### src/rtl/rupt_priority.sv
// Interrupt request latch and priority encoder for the AGC control section.
// Latches request pulses, requests a RUPT sequence at NISQ, and tracks interrupt-in-progress.
module rupt_priority #(
    parameter logic [11:0] RUPT_BASE   = 12'o4000,
    parameter int unsigned RUPT_STRIDE = 4
) (
    input  logic        clock,
    input  logic        rst_n,
    input  logic [9:0]  rupt_req,
    input  logic        gojam,
    input  logic        nisq,
    input  logic        inhint,
    input  logic        ovnhrp,
    input  logic        ext,
    input  logic        resume,
    output logic        ruptor_n,
    output logic        krpt,
    output logic        iip,
    output logic [3:0]  rupt_index,
    output logic [11:0] rupt_addr,
    output logic [9:0]  pending
);

    localparam int unsigned NSRC = 10;
    localparam int unsigned IW   = 4;
    localparam int unsigned AW   = 12;

    logic [IW-1:0]   sel;
    logic [NSRC-1:0] sel_mask;
    logic [IW-1:0]   vec_idx;
    logic [AW-1:0]   vec_addr;
    logic            any;
    logic            accept;

    // Lowest-numbered pending source wins.
    always_comb begin
        sel      = '0;
        sel_mask = '0;
        for (int i = int'(NSRC) - 1; i >= 0; i--) begin
            if (pending[i]) begin
                sel      = IW'(i);
                sel_mask = NSRC'(1) << i;
            end
        end
    end

    assign any      = |pending;
    assign ruptor_n = ~(any & ~iip & ~inhint & ~ovnhrp & ~ext);
    assign accept   = nisq & ~ruptor_n;
    assign vec_idx  = sel + IW'(1);
    assign vec_addr = RUPT_BASE + AW'(RUPT_STRIDE * vec_idx);

    // A request arriving on its own acceptance edge re-sets the latch so it is not lost.
    always_ff @(posedge clock) begin
        if (!rst_n || gojam) begin
            pending    <= '0;
            iip        <= 1'b0;
            krpt       <= 1'b0;
            rupt_index <= '0;
            rupt_addr  <= RUPT_BASE;
        end else begin
            krpt    <= accept;
            pending <= (pending & ~(accept ? sel_mask : NSRC'(0))) | rupt_req;
            if (accept) begin
                iip        <= 1'b1;
                rupt_index <= vec_idx;
                rupt_addr  <= vec_addr;
            end else if (resume && iip) begin
                iip        <= 1'b0;
                rupt_index <= '0;
                rupt_addr  <= RUPT_BASE;
            end
        end
    end

endmodule

### config.mk
export PLATFORM = sky130hd
export DESIGN_NAME = rupt_priority
export DESIGN_NICKNAME = d
export VERILOG_FILES = /design/src/rtl/rupt_priority.sv
export SDC_FILE = /design/constraint.sdc
export NUM_CORES = 1
export LEC_CHECK = 0
export CORE_MARGIN = 2
export CORE_UTILIZATION = 38
export DETAILED_ROUTE_END_ITERATION = 8
export GPL_TIMING_DRIVEN = 0
export PLACE_DENSITY = 0.89
export SLEW_MARGIN = 15
export SYNTH_ARGS = -nofsm -noshare
export SYNTH_HDL_FRONTEND = slang
export SYNTH_SLANG_ARGS = --single-unit
### constraint.sdc
create_clock -name clock -period 2.62 [get_ports clock]
set_clock_uncertainty 0.2 [all_clocks]
set_input_delay 0.786 -clock clock [delete_from_list [all_inputs] [get_ports clock]]
set_output_delay 0.786 -clock clock [all_outputs]
set_load 0.005 [all_outputs]
# [Word-level counts from Yosys, hierarchy flattened]
# Cells that the tools add are included.
[op_classes] add_sub_neg=2 muxes=27 bitwise_logic=13 reduce_logical=5
[op_table] operator="$mux W10" count=11
[op_table] operator="$mux W4" count=12
[op_table] operator="$mux W12" count=2
[op_table] operator="$add A12 B6 Y12 const A" count=1
[op_table] operator="$and A10 B10 Y10" count=1
[op_table] operator="$not A10 Y10" count=1
[op_table] operator="$or A10 B10 Y10" count=1
[op_table] operator="$reduce_or A10 Y1" count=1
[op_table] operator="$and A1 B1 Y1" count=5
[op_table] operator="$not A1 Y1" count=5
[op_table] operator="$add A4 B1 Y4 const B" count=1
[op_table] operator="$mux W1" count=2
[op_table] operator="$reduce_bool A2 Y1" count=1
[op_table] operator="$logic_and A1 B1 Y1" count=1
[op_table] operator="$logic_not A1 Y1" count=1
[op_table] operator="$logic_or A1 B1 Y1" count=1
[word_totals] reg_bits=28 input_bits=18 output_inout_bits=29 wordCells=52

# [Longest topological paths before layout]
[depth] ltp_word=14 ltp_mapped=7 mapped_depth_nobuf=7

# [Least setup slack after synthesis]
# OpenSTA, ideal clock, no wires.
[synth_timing] kind="in2out" from="in inhint" to="out ruptor_n" t_arrival_ns=1.303 t_required_ns=1.634 path_slack_ns=0.331 cell_stages=2 path_buffers=0 cell_sequence="nor4_2 -> o31ai_1"
[synth_between] elab_chain_len=5
[synth_rtl] item="start: declaration" line="12" text="input logic inhint,"
[synth_rtl] item="$not A1 Y1" line="48" text="assign ruptor_n = ~(any & ~iip & ~inhint & ~ovnhrp & ~ext);"
[synth_rtl] item="$and A1 B1 Y1 (3 in series)" line="48"
[synth_rtl] item="$not A1 Y1" line="48"
[synth_rtl] item="end: declaration" line="16" text="output logic ruptor_n,"
# Every way passes these cells.

# [Worst setup path in the final report]
[layout_timing] from="reg pending[2]" to="out ruptor_n"
[layout_between] elab_chain_len=6
[layout_rtl] item="start: declaration" line="21" text="output logic [9:0] pending"
[layout_rtl] item="start signal: assignment" line="63" text="pending <= (pending & ~(accept ? sel_mask : NSRC'(0))) | rupt_req;"
[layout_rtl] item="$reduce_or A10 Y1" line="47" text="assign any = |pending;"
[layout_rtl] item="$and A1 B1 Y1 (4 in series)" line="48"
[layout_rtl] item="$not A1 Y1" line="48"
# Every way passes these cells.

==> impl_metrics.toml <==
[worst_hold_path]
hold_class = "flip-flop to flip-flop"
hold_depth = 2
hp-start = "rupt_addr[4]"
hold_end = "rupt_addr[4]"

[cts]
numCtsBuffers = 3
cts.clk_slew.worst_paths_ns = 0.09
cts_buffer_depth = 2
clockRootBuffer = "clkbuf_4"
cts_tree = "done"
tritoncts_num_sinks = 16
clk_latency_ns = 0.30
htreeDepth = 1
cts_hold_buf = 0

[route]
vias = 965
drtAntennaViolNets = 0
drc = 0
via_per_inst = 5.11
wirelength_mm = 2.60
post_drt_wl_per_cell_um = 13.8
dr.pass1.iters = 6
drt_iter0_markers = 25

[critical_path]
r2r-end = "pending[3]"
crit_fanout = 8
crit_path_start_kind = "flip-flop"
cp_data_required_time_ns = 1.63
reg2reg_depth = 8
reg2reg_setup_slack_ns = 0.46
rr_startpoint = "iip"
crit_type = "flip-flop to output pin"
cp-end-kind = "output pin"
worst_ep_arrival_time_ns = 1.61

[global_routing]
grt_first_pass_wirelength_mm = 4.00
gr-total-overflow = 0
track_usage = 0.197
antenna_found_initial = 0
grt_max_degree = 11
grt_pass1_vias = 914

[synth]
syn_inst = 107
netlist_area_um2 = 860
synthXorXnorAreaFrac = 0.0102
ys_ff_latch = 16
synth_top_family_by_area = "simple AND/OR/NAND/NOR gates"
muxShareOfSynthArea = 0
synth_seq_area_share = 0.373
synth_warnings = 0
synthArstFlopShare = 0
synth-main-ff-cell = "dfxtp_1"
syn_avg_cell_area_um2 = 8.03
yosysUniqueCellTypes = 31
synth-simple-area-share = 0.252
synth-compound-area-share = 0.194
synthAdderAreaFrac = 0.0146
synth_edf_count = 0

[timing]
tns_ns = 0
finalMaxSlewViolations = 0
min_period_ns = 2.60
setup_ws_ns = 0.0194
fmax_ghz = 0.385
hold_violations = 0
final-setup-viol-count = 0
holdWs_ns = 0.286
finalCritPeriodShare = 0.993

[pwr]
power_density_nw_per_um2 = 403
p_leak_nw = 0.572
vdd_drop_max_v = 0.000250
power_mw = 0.573

[floorplan]
ioPinCount = 47
die_height_um = 51.6
row_count = 17
die_x_um = 51.6
initial_core_util = 0.396
core_um2 = 2170
dieArea_um2 = 2660

[placement]
placed_area_um2 = 1300
hpwl_mm = 1.71
io_buffer_count = 38
placedCellCount = 179
post-place-ws_ns = -0.673
place_congestion = 0.877

[layout]
antennaDiodeCount = 0
final_cells = 189
layout_common_cells = "clkdlybuf4s50_1, buf_4, dfxtp_1"
nFillCells = 176
nets = 181
fin_util = 0.655
area_delta_synth_final_pct = 65.4
stdcell_area_um2 = 1420
final_common_cell = "clkdlybuf4s50_1"
drive_gt1_frac = 0.230

[run_status]
status = "finished clean"

[flow_run]
maxCapViolations = 0
-- metal layers --
layer	routed length [µm]	GRT usage	part of all wire
met1	1010	0.232	0.39
met2	1330	0.359	0.51
met3	176	0.0345	0.068
met4	80	0.0658	0.031
met5	0	0	0
-- final cells by class --
cell class	instances	area (µm²)	area share
Inverter	6	22.5	0.0158
Clock buffer	4	36.3	0.0255
Timing Repair Buffer	44	415	0.292
Sequential cell	16	332	0.233
Buffer	15	105	0.0739
Tap cell	28	35.0	0.0246
Multi-Input combinational cell	76	475	0.335
-- flip-flops by register name, summed over array words and instances, names as in the netlist --
register,count
rupt_addr,4
iip,1
krpt,1
pending,10
-- critical path, cell delays in order, from the launching register on --
cell and delay [ns]:
dfxtp_4 0.39, or4_4 0.54, o31ai_4 0.23, buf_2 0.15
-- kinds of logic (layout without fill, tap and decap cells) --
| logic type | Yosys count | in the layout |
|---|---|---|
| other cells | 2 | 8 |
| compound gates | 26 | 26 |
| buf+inv | 21 | 69 |
| simple gates | 40 | 40 |
| fa+ha+maj | 1 | 1 |
| flops | 16 | 16 |
| xor+xnor | 1 | 1 |
-- Yosys cell counts, types with 2 or more instances --
cell      number  share of area
nand2b_1       3          0.022
or4_4          2          0.026
a21oi_1        8          0.047
dfxtp_1       16           0.37
buf_4         13           0.11
nand4_1        3          0.022
o21ai_1        4          0.023
nand3_1        2          0.012
inv_1          6          0.026
nor2_1        10          0.044
clkbuf_1       2         0.0087
nor4_1         3          0.022
conb_1         2         0.0087
nand2_1        7          0.031
nor3_1         5          0.029
o21ai_0        6          0.035
-- worst max-delay path by stage --
stage,startpoint,to,slack [ns],cells after the start
2_1_floorplan,inhint,ruptor_n,0.33,2
3_3_place_gp,inhint,ruptor_n,-0.64,4
3_5_place_dp,inhint,ruptor_n,-0.67,4
4_1_cts,pending[2],ruptor_n,0.002,3
5_1_grt,gojam,rupt_addr[5],-0.02,6
6_report,pending[2],ruptor_n,0.02,3
-- power by group --
part           switching [mW]  internal [mW]
sequential             0.0157          0.252
combinational          0.0599         0.0789
clock                  0.0818         0.0849
-- timing repair --
| action | CTS | global route |
|---|---|---|
| pin swaps | 1 | 3 |
| setup endpoints to repair | 1 | 2 |
| buffers inserted | 3 | 3 |
| gates resized for setup | 14 | 10 |
No activity file was read; power rests on OpenSTA's default activity.
